## config.mk

```make
export PLATFORM = sky130hd
export DESIGN_NAME = uc_multiciclo
export DESIGN_NICKNAME = d
export VERILOG_FILES = /design/src/rtl/uc_multiciclo_pkg.sv /design/src/rtl/uc_multiciclo_alu_deco.sv /design/src/rtl/uc_multiciclo.sv
export SDC_FILE = /design/constraint.sdc
export NUM_CORES = 1
export LEC_CHECK = 0
export CORE_MARGIN = 5
export CORE_UTILIZATION = 36
export DETAILED_ROUTE_END_ITERATION = 8
export GPL_TIMING_DRIVEN = 0
export PLACE_DENSITY = 0.76
export SLEW_MARGIN = 25
export SYNTH_ARGS = -nofsm -noshare
export SYNTH_HDL_FRONTEND = slang
export SYNTH_SLANG_ARGS = --single-unit
export TNS_END_PERCENT = 100
```

## constraint.sdc

```tcl
create_clock -name clk -period 2.5 [get_ports clk]
set_input_delay 0.5 -clock clk [delete_from_list [all_inputs] [get_ports clk]]
set_output_delay 0.5 -clock clk [all_outputs]
set_load 0.1 [all_outputs]
```

## src/rtl/uc_multiciclo_pkg.sv

```systemverilog
// Shared state, opcode and ALU-control encodings for the multicycle control unit.
package uc_multiciclo_pkg;

  localparam logic [3:0] S_FETCH    = 4'd0;
  localparam logic [3:0] S_DECODE   = 4'd1;
  localparam logic [3:0] S_MEMADR   = 4'd2;
  localparam logic [3:0] S_MEMREAD  = 4'd3;
  localparam logic [3:0] S_MEMWB    = 4'd4;
  localparam logic [3:0] S_MEMWRITE = 4'd5;
  localparam logic [3:0] S_EXECUTER = 4'd6;
  localparam logic [3:0] S_EXECUTEI = 4'd7;
  localparam logic [3:0] S_ALUWB    = 4'd8;
  localparam logic [3:0] S_BEQ      = 4'd9;
  localparam logic [3:0] S_JAL      = 4'd10;
  localparam logic [3:0] S_ILEGAL   = 4'd11;

  localparam logic [6:0] OP_LW   = 7'b0000011;
  localparam logic [6:0] OP_SW   = 7'b0100011;
  localparam logic [6:0] OP_R    = 7'b0110011;
  localparam logic [6:0] OP_I    = 7'b0010011;
  localparam logic [6:0] OP_BEQ  = 7'b1100011;
  localparam logic [6:0] OP_JAL  = 7'b1101111;

  localparam logic [2:0] ALU_ADD = 3'b000;
  localparam logic [2:0] ALU_SUB = 3'b001;
  localparam logic [2:0] ALU_AND = 3'b010;
  localparam logic [2:0] ALU_OR  = 3'b011;
  localparam logic [2:0] ALU_SLT = 3'b101;

endpackage

```

## src/rtl/uc_multiciclo_alu_deco.sv

```systemverilog
// ALU decoder: maps the FSM's aluOp plus funct fields to an aluControl code.
module uc_multiciclo_alu_deco
  import uc_multiciclo_pkg::*;
(
  input  logic [1:0] alu_op,
  input  logic       op5,
  input  logic [2:0] f3,
  input  logic       f7,
  output logic [2:0] alu_control
);

  always_comb begin
    alu_control = ALU_ADD;
    case (alu_op)
      2'b01: alu_control = ALU_SUB;
      2'b10: begin
        case (f3)
          // Only R-type (op[5]=1) may turn funct7[5] into a subtract.
          3'b000:  alu_control = (op5 & f7) ? ALU_SUB : ALU_ADD;
          3'b010:  alu_control = ALU_SLT;
          3'b110:  alu_control = ALU_OR;
          3'b111:  alu_control = ALU_AND;
          default: alu_control = ALU_ADD;
        endcase
      end
      default: alu_control = ALU_ADD;
    endcase
  end

endmodule

```

## src/rtl/uc_multiciclo.sv

```systemverilog
// Moore FSM sequencing the shared RV32I datapath (lw, sw, R, I, beq, jal).
// Optional illegal-opcode trap state is built when UC_TRAP_ILEGAL_EN is defined.
module uc_multiciclo
  import uc_multiciclo_pkg::*;
(
  input  logic       clk,
  input  logic       reset,
  input  logic [6:0] op,
  input  logic [2:0] f3,
  input  logic       f7,
  input  logic       zero,
  output logic       pcWrite,
  output logic       adrSrc,
  output logic       memWrite,
  output logic       irWrite,
  output logic [1:0] resSrc,
  output logic [1:0] aluSrcA,
  output logic [1:0] aluSrcB,
  output logic [1:0] inmSrc,
  output logic       regWrite,
  output logic [2:0] aluControl,
`ifdef UC_TRAP_ILEGAL_EN
  output logic       ilegal,
`endif
  output logic [3:0] estado
);

  // state    | meaning
  // FETCH    | read instr at PC, PC <= PC+4
  // DECODE   | read regs, ALUOut <= oldPC + immB
  // MEMADR   | ALUOut <= rs1 + imm
  // MEMREAD  | Data <= mem[ALUOut]
  // MEMWB    | rd <= Data
  // MEMWRITE | mem[ALUOut] <= rs2
  // EXECUTER | ALUOut <= rs1 op rs2
  // EXECUTEI | ALUOut <= rs1 op imm
  // ALUWB    | rd <= ALUOut
  // BEQ      | compare, PC <= ALUOut if zero
  // JAL      | PC <= ALUOut, ALUOut <= oldPC+4
  // ILEGAL   | trap, absorbing until reset

  logic [3:0] state, state_next;
  logic [1:0] alu_op;
  logic       branch, pc_update, ir_w, reg_w, mem_w;

  always_ff @(posedge clk) begin
    if (reset) state <= S_FETCH;
    else       state <= state_next;
  end

  always_comb begin
    state_next = S_FETCH;
    case (state)
      S_FETCH: state_next = S_DECODE;
      S_DECODE: begin
        case (op)
          OP_LW, OP_SW: state_next = S_MEMADR;
          OP_R:         state_next = S_EXECUTER;
          OP_I:         state_next = S_EXECUTEI;
          OP_JAL:       state_next = S_JAL;
          OP_BEQ:       state_next = S_BEQ;
`ifdef UC_TRAP_ILEGAL_EN
          default:      state_next = S_ILEGAL;
`else
          default:      state_next = S_FETCH;
`endif
        endcase
      end
      S_MEMADR:   state_next = (op == OP_SW) ? S_MEMWRITE : S_MEMREAD;
      S_MEMREAD:  state_next = S_MEMWB;
      S_EXECUTER: state_next = S_ALUWB;
      S_EXECUTEI: state_next = S_ALUWB;
      S_JAL:      state_next = S_ALUWB;
`ifdef UC_TRAP_ILEGAL_EN
      S_ILEGAL:   state_next = S_ILEGAL;
`endif
      default:    state_next = S_FETCH;
    endcase
  end

  always_comb begin
    adrSrc    = 1'b0;
    resSrc    = 2'b00;
    aluSrcA   = 2'b00;
    aluSrcB   = 2'b00;
    inmSrc    = 2'b00;
    alu_op    = 2'b00;
    branch    = 1'b0;
    pc_update = 1'b0;
    ir_w      = 1'b0;
    reg_w     = 1'b0;
    mem_w     = 1'b0;
    case (state)
      S_FETCH: begin
        ir_w = 1'b1; aluSrcB = 2'b10; resSrc = 2'b10; pc_update = 1'b1;
      end
      S_DECODE: begin
        aluSrcA = 2'b01; aluSrcB = 2'b01; inmSrc = 2'b10;
      end
      S_MEMADR: begin
        aluSrcA = 2'b10; aluSrcB = 2'b01;
        inmSrc  = (op == OP_SW) ? 2'b01 : 2'b00;
      end
      S_MEMREAD:  adrSrc = 1'b1;
      S_MEMWB: begin
        resSrc = 2'b01; reg_w = 1'b1;
      end
      S_MEMWRITE: begin
        adrSrc = 1'b1; mem_w = 1'b1;
      end
      S_EXECUTER: begin
        aluSrcA = 2'b10; alu_op = 2'b10;
      end
      S_EXECUTEI: begin
        aluSrcA = 2'b10; aluSrcB = 2'b01; alu_op = 2'b10;
      end
      S_ALUWB:    reg_w = 1'b1;
      S_BEQ: begin
        aluSrcA = 2'b10; alu_op = 2'b01; branch = 1'b1;
      end
      S_JAL: begin
        aluSrcA = 2'b01; aluSrcB = 2'b10; pc_update = 1'b1;
      end
      default: ;
    endcase
  end

  // Reset gates every enable so an interrupted instruction never commits.
  assign pcWrite  = ~reset & (pc_update | (branch & zero));
  assign irWrite  = ~reset & ir_w;
  assign regWrite = ~reset & reg_w;
  assign memWrite = ~reset & mem_w;
  assign estado   = state;

`ifdef UC_TRAP_ILEGAL_EN
  assign ilegal = (state == S_ILEGAL);
`endif

  uc_multiciclo_alu_deco u_alu_deco (
    .alu_op      (alu_op),
    .op5         (op[5]),
    .f3          (f3),
    .f7          (f7),
    .alu_control (aluControl)
  );

endmodule

```

==> flow_summary.yaml <==
run_status:
  status: "complete, no violations"
finish:
  syn2layout_area_growth_pct: 106
  diodes: 0
  fin_nets: 133
  mostFrequentLayoutCell: "clkdlybuf4s50_1"
  fin_util_pct: 76.6
  final_layout_size_suffix_gt1_share_pct: 44.3
  final_cell_mix: "16 x clkdlybuf4s50_1, 6 x buf_4"
  largest_register_ffs: 4
sta:
  finalSetupTns_ns: 0
  rsz0062_at_grt: "false"
  setup_viol_count_final: 0
  setup_ws_ns: 0.0531
  whs_ns: 0.636
  fin_crit_sh_pct: 97.9
  min_period_ns: 2.45
  worstMarginPinSlew_ns: 0.984
  hold_viol_final: 0
  finClkSkew_ns: 0.00393
  report.final.slew_viol_count: 0
  relSlewSlack_pct: 34.2
  timing.fmax_ghz: 0.409
power_and_ir_drop:
  pwr_density_cell_nw_per_um2: 290
  seq_power_share_pct: 20.1
  vdd_drop_max_v: 0.000307
  intPower_mw: 0.170
  p_leak_nw: 0.411
  power_frac_clock_pct: 25.2
  switching_power_mw: 0.156
  switching_share_pct: 47.8
  combPwrFrac_pct: 54.7
place:
  numPortBuffers: 33
  gp_congestion: 0.789
  dp_hpwl_um: 1510
  place_ws_ns: -0.947
global_route:
  grt_start_max_net_pins: 11
  grt_pass1_vias: 719
  antenna_found_initial: 0
  grt_use_total_pct: 16.7
  grt_pass1_wl_um: 3270
  grt-ovfl-total: 0
yosys:
  syn_area_um2: 548
  yosys.area.top_type: "dfxtp_1"
  synth_compound_area_share_pct: 18.0
  synthCells: 78
  synth_cell_types: 35
  syn_area_per_cell_um2: 7.03
  synth_adder_area_share_pct: 4.57
  yosysSeqAreaShare_pct: 14.6
  ys_warn_count: 0
  syn_nets: 94
  ys_seq_elements: 4
  synthTopCellsByArea: "dfxtp_1 15%, nor3_1 6.4%, nor3b_1 5.5%"
  synthDominantCellAreaShare_pct: 14.6
  synth_top_family_by_area: "simple AND/OR/NAND/NOR gates"
  muxShareOfSynthArea_pct: 0
  synth_xor_area_share_pct: 6.39
  yosys.area_share.simple_pct: 45.9
routing:
  vias: 725
  ant_nets: 0
  firstDrtPassIters: 4
  avgRoutedWirePerCell_um: 13.9
  drt_iter0_markers: 9
  drcViolationCount: 0
  wl_um: 1830
  via_per_inst: 5.53
clock_tree:
  clockBufferDepth: 2
  cts.sinks: 4
  worstSkewPairLatency_ns: 0.24
  cts_tree: "done"
  htreeDepth: 1
  cts_buffers: 3
  cts_root_buffer: "clkbuf_4"
  path_clk_slew_ns: 0.04
die:
  row_count: 14
  core_area_um2: 1470
  fp.dieArea_um2: 2400
  fp.dieH_um: 49.0
  die_w_um: 49.0
  start_util_pct: 37.2
  ioPinCount: 34
worst_setup_path:
  cp.arrival_ns: 1.95
  r2r_slack_ns: 0.92
  crit_type: "reg2out"
  end_kind: "output pin"
  cp_max_fo: 4
  cp.required_ns: 2.00
  crit_path_start_kind: "flip-flop"
job:
  drv_cap: 0
hold_path:
  hold_path_class: "reg2reg"
==> worst paths after layout <==
kind / from / end / depth (start not counted)
max: estado[0] / aluControl[1] / 6
min: estado[2] / estado[1] / 3
max reg2reg: estado[0] / estado[1] / 4
min reg2reg: estado[2] / estado[1] / 3
==> cells by family (layout without fill, tap and decap cells) <==
logic type,after synthesis,in the layout
flip-flops,4,4
AND/OR/NAND/NOR,40,40
adder cells (fa/ha/maj),2,2
XOR/XNOR,4,4
buffers and inverters,12,49
AO/OA/AOI/OAI,16,16
==> area by class of cell <==
type,instances,area (um2)
Timing Repair Buffer,35,335
Multi-Input combinational cell,62,588
Sequential cell,4,95.1
Buffer,6,40.0
Tap cell,16,20.0
Fill cell,131,344
Inverter,5,26.3
Clock buffer,3,22.5
==> worst max-delay path: stages (launching register included) <==
cell     delay (ns)
dfxtp_4        0.37
inv_6          0.03
or4b_4         0.56
inv_4          0.09
ha_4           0.22
nor3b_4        0.22
buf_12         0.20
==> synthesized netlist by cell type <==
cell type	instances
nand2_1	4
buf_6	1
nor3_1	7
nand3_1	4
nor4_1	3
buf_2	1
o21ai_1	1
buf_4	1
a21oi_1	5
a32oi_1	1
xnor2_1	3
o211ai_1	1
inv_2	2
nor2_1	2
or3_1	3
and2_1	1
o21ai_0	4
and3b_1	2
a21oi_2	1
clkbuf_1	4
dfxtp_1	4
nor4b_2	1
or4b_1	1
a311o_1	1
xor2_1	1
nor2b_1	4
and2_0	1
or4b_4	1
nand4_1	1
nor3b_1	4
o31ai_1	1
a31oi_1	1
nand2b_1	1
inv_1	3
ha_1	2
==> metal layers <==
layer / vias to the layer above / wire length [um] / GRT usage, %
met5: - / 0 / 0
met4: 0 / 27 / 7.17
met3: 2 / 126 / 2.75
met2: 30 / 967 / 30.0
met1: 329 / 705 / 19.0
li1: 364 / - / -
==> power groups by stage <==
stage / Clock (mW) / Combinational [mW] / Sequential, mW
floorplan: 0 / 0.114 / 0.0774
global placement: 0 / 0.178 / 0.0667
detailed placement: 0 / 0.180 / 0.0669
CTS: 0.0849 / 0.176 / 0.0659
global route: 0.0937 / 0.187 / 0.0659
finish: 0.0823 / 0.179 / 0.0658
==> per-stage QoR <==
stage | instances | instance area [um2] | power [mW]
floorplan | 78 | 746 | 0.191
global placement | 127 | 1100 | 0.245
detailed placement | 127 | 1100 | 0.247
CTS | 130 | 1120 | 0.327
global route | 131 | 1130 | 0.346
finish | 131 | 1130 | 0.327
==> timing repair <==
| item | CTS | global route |
|---|---|---|
| setup buffers | 0 | 2 |
| hold buffers | 0 | 0 |
| gates resized for setup | 76 | 5 |
| hold endpoints to repair | 0 | 0 |
| endpoints found under the setup margin | 16 | 7 |
| pin swaps | 0 | 3 |
Power figures use the tool's default switching activity.
